File: src/rtl/dmem_arbiter.sv
// Arbitrates the single data_mem port between the MEM-stage CPU and one external
// requester: CPU has priority, EXT gets bounded wait and bounded burst under contention.
module dmem_arbiter #(
   parameter int ADDR_WIDTH    = 8,
   parameter int DATA_WIDTH    = 32,
   parameter int EXT_WAIT_MAX  = 4,
   parameter int EXT_BURST_MAX = 4
) (
   input  logic                  clk,
   input  logic                  rst,
   input  logic                  cpu_req,
   input  logic                  cpu_we,
   input  logic [ADDR_WIDTH-1:0] cpu_addr,
   input  logic [DATA_WIDTH-1:0] cpu_wdata,
   output logic [DATA_WIDTH-1:0] cpu_rdata,
   output logic                  cpu_stall,
   input  logic                  ext_req,
   input  logic                  ext_we,
   input  logic [ADDR_WIDTH-1:0] ext_addr,
   input  logic [DATA_WIDTH-1:0] ext_wdata,
   output logic                  ext_gnt,
   output logic                  ext_rvalid,
   output logic [DATA_WIDTH-1:0] ext_rdata,
   output logic [ADDR_WIDTH-1:0] mem_a,
   output logic                  mem_we,
   output logic [DATA_WIDTH-1:0] mem_wd,
   input  logic [DATA_WIDTH-1:0] mem_rd
);

   localparam int WW = $clog2(EXT_WAIT_MAX) + 1;
   localparam int BW = $clog2(EXT_BURST_MAX) + 1;
   localparam logic [WW-1:0] WAIT_LAST  = WW'(EXT_WAIT_MAX - 1);
   localparam logic [BW-1:0] BURST_LAST = BW'(EXT_BURST_MAX - 1);

   typedef enum logic {ST_CPU, ST_EXT} state_t;

   state_t                state_q, state_d;
   logic [WW-1:0]         wait_cnt_q, wait_cnt_d;
   logic [BW-1:0]         burst_cnt_q, burst_cnt_d;
   logic                  ext_rvalid_q, ext_rvalid_d;
   logic [DATA_WIDTH-1:0] ext_rdata_q, ext_rdata_d;
   logic                  gnt;

   always_ff @(posedge clk or posedge rst) begin
      if (rst) begin
         state_q      <= ST_CPU;
         wait_cnt_q   <= '0;
         burst_cnt_q  <= '0;
         ext_rvalid_q <= 1'b0;
         ext_rdata_q  <= '0;
      end else begin
         state_q      <= state_d;
         wait_cnt_q   <= wait_cnt_d;
         burst_cnt_q  <= burst_cnt_d;
         ext_rvalid_q <= ext_rvalid_d;
         ext_rdata_q  <= ext_rdata_d;
      end
   end

   always_comb begin
      state_d     = state_q;
      wait_cnt_d  = wait_cnt_q;
      burst_cnt_d = burst_cnt_q;
      gnt         = 1'b0;
      cpu_stall   = 1'b0;
      mem_a       = cpu_addr;
      mem_wd      = cpu_wdata;
      mem_we      = cpu_req & cpu_we;
      case (state_q)
         ST_CPU: begin
            if (!ext_req)
               wait_cnt_d = '0;
            else if (cpu_req && wait_cnt_q != '1)
               wait_cnt_d = wait_cnt_q + WW'(1);
            // The CPU access of the handover cycle still completes on this edge.
            if (ext_req && (!cpu_req || wait_cnt_q == WAIT_LAST)) begin
               state_d     = ST_EXT;
               wait_cnt_d  = '0;
               burst_cnt_d = '0;
            end
         end
         ST_EXT: begin
            gnt       = ext_req;
            cpu_stall = cpu_req;
            mem_a     = ext_addr;
            mem_wd    = ext_wdata;
            mem_we    = ext_req & ext_we;
            if (gnt && burst_cnt_q != '1)
               burst_cnt_d = burst_cnt_q + BW'(1);
            // Burst limit only bites while the CPU is actually waiting.
            if (!ext_req || (cpu_req && gnt && burst_cnt_q == BURST_LAST))
               state_d = ST_CPU;
         end
         default: state_d = ST_CPU;
      endcase
   end

   always_comb begin
      ext_rvalid_d = gnt & ~ext_we;
      ext_rdata_d  = ext_rvalid_d ? mem_rd : ext_rdata_q;
   end

   assign ext_gnt    = gnt;
   assign ext_rvalid = ext_rvalid_q;
   assign ext_rdata  = ext_rdata_q;
   assign cpu_rdata  = mem_rd;

endmodule

File: config.mk
export PLATFORM = sky130hd
export DESIGN_NAME = dmem_arbiter
export DESIGN_NICKNAME = d
export VERILOG_FILES = /design/src/rtl/dmem_arbiter.sv
export SDC_FILE = /design/constraint.sdc
export NUM_CORES = 1
export LEC_CHECK = 0
export ABC_AREA = 1
export CORE_MARGIN = 5
export CORE_UTILIZATION = 34
export DETAILED_ROUTE_END_ITERATION = 10
export GPL_TIMING_DRIVEN = 0
export HOLD_SLACK_MARGIN = 0.12
export PLACE_DENSITY = 0.88
export SLEW_MARGIN = 25
export SYNTH_ARGS = -nofsm -noshare
export SYNTH_HDL_FRONTEND = slang
export SYNTH_SLANG_ARGS = --single-unit
File: constraint.sdc
create_clock -name clk -period 3.5 [get_ports clk]
set_clock_uncertainty 0.1 [all_clocks]
set_input_delay 0.7 -clock clk [delete_from_list [all_inputs] [get_ports clk]]
set_output_delay 0.7 -clock clk [all_outputs]
set_load 0.1 [all_outputs]
Word level (Yosys, flattened, before mapping)
Index checks and enable logic that the tools add are counted. W data, S select, Z words.

Logic and storage cells: 44. Output and inout port bits: 108. Bits in registers: 40. Bits in writable memories: 0. Memories: 0. Bits in read-only memories: 0. Input port bits: 118. Latch bits: 0.

Reduce and logical (&&, ||, !) cells: 11. Multipliers: 0. Muxes and demuxes: 14. Shift-type cells: 0. $lt $le $gt $ge: 0. Equality and inequality tests: 7. Add/subtract/negate cells: 2. Div/mod/pow operators: 0. Bitwise operators: 5.

Operators by type and width (number): $mux W32 (1); $mux W3 (5); $mux W8 (1); $add A3 B1 Y3 const B (2); $eq A3 B2 Y1 const B (2); $ne A3 B3 Y1 const B (2); $pmux W3 S2 (1); $logic_and A1 B1 Y1 (5); $mux W1 (5); $reduce_and A2 Y1 (2); $and A1 B1 Y1 (3); $ne A3 B1 Y1 const B (1); $logic_not A1 Y1 (2); $logic_or A1 B1 Y1 (2); $ne A2 B1 Y1 const B (1); $ne A2 B2 Y1 const B (1); $not A1 Y1 (2); $pmux W1 S2 (1).

Depth between registers and ports, before layout
Gate-level depths: netlist of the first run.

Depth after elaboration: 5. Gate-level depth with buffers: 8. Gate-level depth less buffers: 8.

Least setup slack after synthesis of the first run
No wires, ideal clock.

Kind: input-to-output. Start point: input port ext_we. End point: output port mem_we. Stages: 2. Path buffers: 0. Data required time: 2.700 ns. Arrival: 2.878 ns. Setup slack: -0.178 ns. Cells stage by stage: inv_1 > o21ai_0.

Longest elaborated chain between the ends: 2.

RTL lines: start: declaration (line 18) `input logic ext_we,`; $and A1 B1 Y1 (line 87) `mem_we = ext_req & ext_we;`; $mux W1 (line 69) `case (state_q)`; end: declaration (line 25) `output logic mem_we,`.

Every way passes these cells.

Worst setup path in the final report of the first run
Start point: input port ext_req. End point: output port ext_gnt.

Longest elaborated chain between the ends: 1.

RTL lines: start: declaration (line 17) `input logic ext_req,`; $mux W1 (line 69); end: declaration (line 21) `output logic ext_gnt,`.

Every way passes these cells.

==> results of run 1 <==
-- power by group --
group	internal (W)	switching, W
Sequential	0.000587	0.0000748
Combinational	0.000568	0.00182
Clock	0.000160	0.000155
Total	0.00131	0.00205
-- flip-flops by register name, summed over array words and instances, names as in the netlist --
register,flops
ext_rvalid,1
ext_rdata,32
wait_cnt_q,3
burst_cnt_q,3
state_q,1
-- metrics by stage --
| stage | instances | instance area, sq um |
|---|---|---|
| after floorplan | 363 | 2460 |
| after global placement | 687 | 4840 |
| after detailed placement | 688 | 4860 |
| after CTS | 696 | 4950 |
| after global routing | 696 | 4950 |
| final | 696 | 4950 |
-- cell families (layout without fill, tap and decap cells) --
kind of cell               after synthesis  count (layout)  synth area share
AOI/OAI and AO/OA                        1               1           0.00203
adders and majority gates                6               6            0.0305
buffers and inverters                   64             298             0.166
DFF                                     40              40             0.407
and+or+nand+nor                        252             252             0.395
-- routing by layer --
layer	vias to the layer above	track usage
li1	1520	-
met1	1313	0.218
met2	151	0.374
met3	13	0.0987
met4	0	0.0541
met5	-	0
-- cell usage in the layout (no fill, tap or decap) --
cell type and count:
o21ai_1 1, inv_2 2, dlygate4sd2_1 1, buf_12 1, inv_4 2, nand2_4 2
dfrtp_1 40, ha_1 6, nor2_1 4, clkdlybuf4s50_1 224, buf_2 7, buf_6 2
inv_1 13, buf_4 34, nand4_1 3, nand3_1 4, clkbuf_1 4, clkinvlp_4 1
clkbuf_8 6, nand2_1 239, buf_8 1
-- cell type report --
class,count,area (sq um),area share
Timing Repair Buffer,226,2270,0.459
Tap cell,99,124,0.0250
Clock inverter,1,7.51,0.00152
Sequential cell,40,1000,0.202
Inverter,17,68.8,0.0139
Buffer,47,339,0.0685
Clock buffer,7,86.3,0.0174
Multi-Input combinational cell,259,1050,0.213
-- path summary, 6_finish.rpt --
kind	from	end	slack [ns]	depth (start not counted)
worst max-delay path	ext_req	ext_gnt	0.11	4
worst min register to register	ext_rdata[23]$_DFFE_PP0P_	ext_rdata[23]$_DFFE_PP0P_	0.38	2
max in group asynchronous	rst	ext_rdata[28]$_DFFE_PP0P_	2.34	3
worst max register to register	wait_cnt_q[0]$_DFFE_PP0P_	wait_cnt_q[2]$_DFFE_PP0P_	1.95	7
worst min-delay path	ext_rdata[23]$_DFFE_PP0P_	ext_rdata[23]$_DFFE_PP0P_	0.38	2
min in group asynchronous	rst	burst_cnt_q[2]$_DFFE_PP0P_	0.54	2
-- worst reg2reg max path, cell delays in order, from the launching register on --
cell	delay [ns]
dfrtp_1	0.40
ha_1	0.23
ha_1	0.20
nor2_1	0.22
nand2_1	0.08
nand2_1	0.12
nand2_1	0.07
nand2_1	0.06
==> qor.yml, run 1 <==
status: "finished, final reports clean"
cp.arrival_ns: 2.59
routed_wirelength_um: 9900
vdd_drop_max_mv: 0.565
hold_viol_final: 0
final_core_util: 0.694
fillers: 576
path_delay_family: "buffers and inverters"
wl_per_cell_um: 14.2
ys_seq_area_frac: 0.407
drive_gt1_frac: 0.0972
synth_ff_type: "dfrtp_1"
hold_slack_ns: 0.380
post_cts_resized: 1
maxSlewHeadroom: 0.318
cp-end-kind: "output pin"
clk_pin_slew_ns: 0.08
max_slew.worst_pin.slew_ns: 1.02
p_total_w: 0.00336
dieWidth_um: 95.1
power_leakage_nw: 2.51
p_per_area_mw_per_mm2: 679
synth_fp_nets: 487
antenna_found_initial: 0
drc_errors: 0
fin_ws_ns: 0.106
ys_types: 16
cpMostUsedCell: "clkdlybuf4s50_1"
met1_length_um: 3690
coreArea_sq_mm: 0.00714
cp.required_ns: 2.70
ys_ff_latch: 40
yosys_warnings: 0
finalMaxSlewViolations: 0
h-tree-depth: 2
dp_hpwl_um: 8280
num_rows: 31
synth_edf_count: 0
tns_ns: 0
synth_top_area_share: 0.407
rsz0062_at_grt: "no"
vias: 2997
synthTopCellsByArea: "dfrtp_1 (41%), nand2_1 (36%), buf_4 (10%), ha_1 (3.0%), inv_1 (2.1%)"
cts_hold_buf: 0
postCtsSetupRepairBufs: 0
num-nets-final: 720
die_h_um: 95.1
synth_common_cells: "nand2_1 (239), dfrtp_1 (40), buf_4 (34)"
grt_usage: 0.209
clockRootBuffer: "clkbuf_8"
max_freq_mhz: 295
avgSynthCellArea_sq_um: 6.78
period_minus_slack_ns: 3.39
start_util: 0.345
io_pins: 226
routabilityCongestion: 0.839
dr_wl_met3_um: 1330
cts_sinks: 40
routed_via_density: 4.31
grt_pass1_vias: 3151
pre_cts_slack_ns: 0.00920
clkLatencyLatePin_ns: 0.28
grt_overflow: 0
grt_max_degree: 33
synth_top_area_cell: "dfrtp_1"
startpoint_type: "input pin"
fin_crit_sh: 0.970
max_stage_delay_ns: 1.14
dr.pass1.iters: 4
netlist_instances: 363
crit_path_cell_trace: "clkdlybuf4s50_1, nand2_4, inv_4, clkdlybuf4s50_1"
syn_area_sq_mm: 0.00246
cp_slowest_cell: "clkdlybuf4s50_1"
area_delta_synth_final_pct: 101
ant_nets: 0
yosysMostFrequentCell: "nand2_1"
grt_pass1_wl_um: 14900
async_flop_share: 1.00
drt_iter0_markers: 68
cts.path.max_buffers: 2
antenna_cells: 0
io_buffers: 225
drv_cap: 0
routed.top_layer: "met4"
cts_buffers: 5
dieArea_sq_mm: 0.00904
wl_met2_um: 4710
cts_tree: "built"
critPathBufInv: 3
criticalPathCategory: "input pin to output pin"
min_path_type: "register to register"
finalSetupViolations: 0
cp_max_fo: 4
No activity file was read; power rests on OpenSTA's default activity.
==> run 2, diff against run 1 <==
- PLACE_DENSITY: 0.88 -> 0.84
==> run 2 against run 1 <==
Compared with the run above: worst setup slack worse by 0.0059 ns; critical path depth is the same; clock-buffer cell count fell by 2; clock power shrank 7.9%; global-route usage about the same; power is 0.76% lower; largest power group unchanged; sequential share of layout area about the same; wire length hardly changed; non-clock buffer count stayed put; first-iteration DRC count rose by 7.4%; flip-flop and latch count stayed put.
==> qor.yml, run 2 (same netlist as run 1, synthesis figures left out) <==
cp-end-kind: "output pin"
antenna_found_initial: 0  # unchanged
clk_pin_slew_ns: 0.07  # about the same
grt_pass1_vias: 3165  # +0.44%
grt_usage: 0.209  # about the same
r2r-start: "wait_cnt_q[0]$_DFFE_PP0P_"
criticalPathCategory: "input pin to output pin"
area_delta_synth_final_pct: 101
cts_buffers: 5  # unchanged
io_buffers: 225  # unchanged
hold_viol_final: 0  # unchanged
final_common_cell: "nand2_1"
reg2reg_to: "wait_cnt_q[1]$_DFFE_PP0P_"
worstHoldStart: "ext_rdata[0]$_DFFE_PP0P_"
routabilityCongestion: 0.846  # +0.91%
final_cell_mix: "nand2_1 (239), clkdlybuf4s50_1 (224), dfrtp_1 (40)"
multi_input_area_sq_mm: 0.00105  # unchanged
vias: 3034  # +1.2%
io_pins: 226  # unchanged
dr.pass1.iters: 4  # unchanged
dieWidth_um: 95.1  # unchanged
clkLatencyLatePin_ns: 0.28  # about the same
cts_sinks: 40  # unchanged
grt_max_degree: 34  # +3.0%
cp.arrival_ns: 2.60  # about the same
finalSetupViolations: 0  # unchanged
num_rows: 31  # unchanged
dieArea_sq_mm: 0.00904  # unchanged
max_slew.worst_pin.slew_ns: 1.03  # +0.0118 ns
die_h_um: 95.1  # unchanged
cts_tree: "built"
register_area_sq_mm: 0.00100  # unchanged
ff2ff_path_depth: 7  # unchanged
vdd_drop_max_mv: 0.477  # -16%
startpoint_type: "input pin"
drc_errors: 0  # unchanged
power_leakage_nw: 2.51  # +0.26%
drt_iter0_markers: 73  # +7.4%
min_path_type: "register to register"
antenna_cells: 0  # unchanged
maxSlewHeadroom: 0.310  # -0.00790
fin_crit_sh: 0.971  # +0.00169
tns_ns: 0  # unchanged
cts_hold_buf: 0  # unchanged
cts.path.max_buffers: 2  # unchanged
cp.required_ns: 2.70  # about the same
routed_via_density: 4.37  # +1.4%
ant_nets: 0  # unchanged
grt_pass1_wl_um: 15000  # +0.42%
grt_overflow: 0  # unchanged
status: "finished, final reports clean"
clockRootBuffer: "clkbuf_8"
hold-path-cell-count: 2  # unchanged
drive_gt1_frac: 0.0973  # +0.000163
wl_per_cell_um: 14.2  # +0.12%
dp_hpwl_um: 8120  # -1.9%
period_minus_slack_ns: 3.40  # +0.00591 ns
finalMaxSlewViolations: 0  # unchanged
drv_cap: 0  # unchanged
h-tree-depth: 2  # unchanged
coreArea_sq_mm: 0.00714  # unchanged
final_area_sq_mm: 0.00494  # -0.18%
rsz0062_at_grt: "no"
num-nets-final: 720  # unchanged
p_per_area_mw_per_mm2: 675  # -0.58%
postPlaceCellArea_sq_mm: 0.00486  # unchanged
start_util: 0.345  # unchanged
cp_max_fo: 4  # unchanged
routed_wirelength_um: 9900  # about the same
largest_reg_flops: 32  # unchanged
fillers: 595  # +3.3%
max_freq_mhz: 294  # -0.17%
rrSetupSlack_ns: 1.98  # +0.03 ns
holdPathEnd: "ext_rdata[0]$_DFFE_PP0P_"
## run 2: changes by cell type in the layout (fill, tap and decap cells not counted)
| cell | change |
|---|---|
| clkbuf_1 | -1 |
| clkbuf_8 | -1 |
| clkinv_2 | +1 |
| dlygate4sd2_1 | -1 |
| dlymetal6s2s_1 | +1 |
## run 2: per-stage QoR
stage               hold WS [ns]  power, W  instances  setup slack, ns   util
floorplan                  0.346   0.00241        363            0.580      -
global placement           0.358   0.00303        687           0.0281  0.678
detailed placement         0.364   0.00306        688           0.0255  0.681
CTS                        0.385   0.00336        695           0.0130  0.692
global route               0.413   0.00347        695           0.0404  0.692
finish                     0.382   0.00333        695            0.100  0.692
## run 2: power breakdown
| part | internal, W | switching (W) |
|---|---|---|
| clock network | 0.000135 | 0.000156 |
| registers | 0.000587 | 0.0000739 |
| logic | 0.000568 | 0.00181 |
| total | 0.00129 | 0.00204 |
## run 2: routing by layer
layer / share of wire / up-vias / GRT usage
li1: - / 1513 / -
met1: 0.38 / 1347 / 0.232
met2: 0.48 / 167 / 0.373
met3: 0.12 / 7 / 0.0845
met4: 0.0090 / 0 / 0.0433
met5: 0 / - / 0
## run 2: worst max-delay path by stage
stage                       from  slack (ns)  depth (start not counted)    endpoint
2_1_floorplan             ext_we        0.58                          2      mem_we
3_3_place_gp             ext_req        0.03                          4      mem_we
3_5_place_dp             ext_req        0.03                          4      mem_we
4_1_cts                  ext_req        0.01                          4      mem_we
5_1_grt        state_q$_DFF_PP0_        0.04                          5  mem_wd[21]
6_report                 ext_req        0.10                          4     ext_gnt
## run 2: what timing repair did
item,in CTS,in global routing
buffers inserted,0,0
endpoints found under the setup margin,0,1
resized for setup,0,1
## run 2: cell type report
type / instances / area share
flip-flops and latches: 40 / 0.203
plain buffers: 47 / 0.0686
repair buffers: 226 / 0.460
clock buffers: 5 / 0.0139
multi-input cells: 259 / 0.213
clock inverters: 2 / 0.00253
well taps: 99 / 0.0251
inverters: 17 / 0.0139
## run 2: worst max-delay path: stages
cell,delay [ns]
clkdlybuf4s50_1,0.59
nand2_4,0.08
inv_4,0.07
clkdlybuf4s50_1,1.14
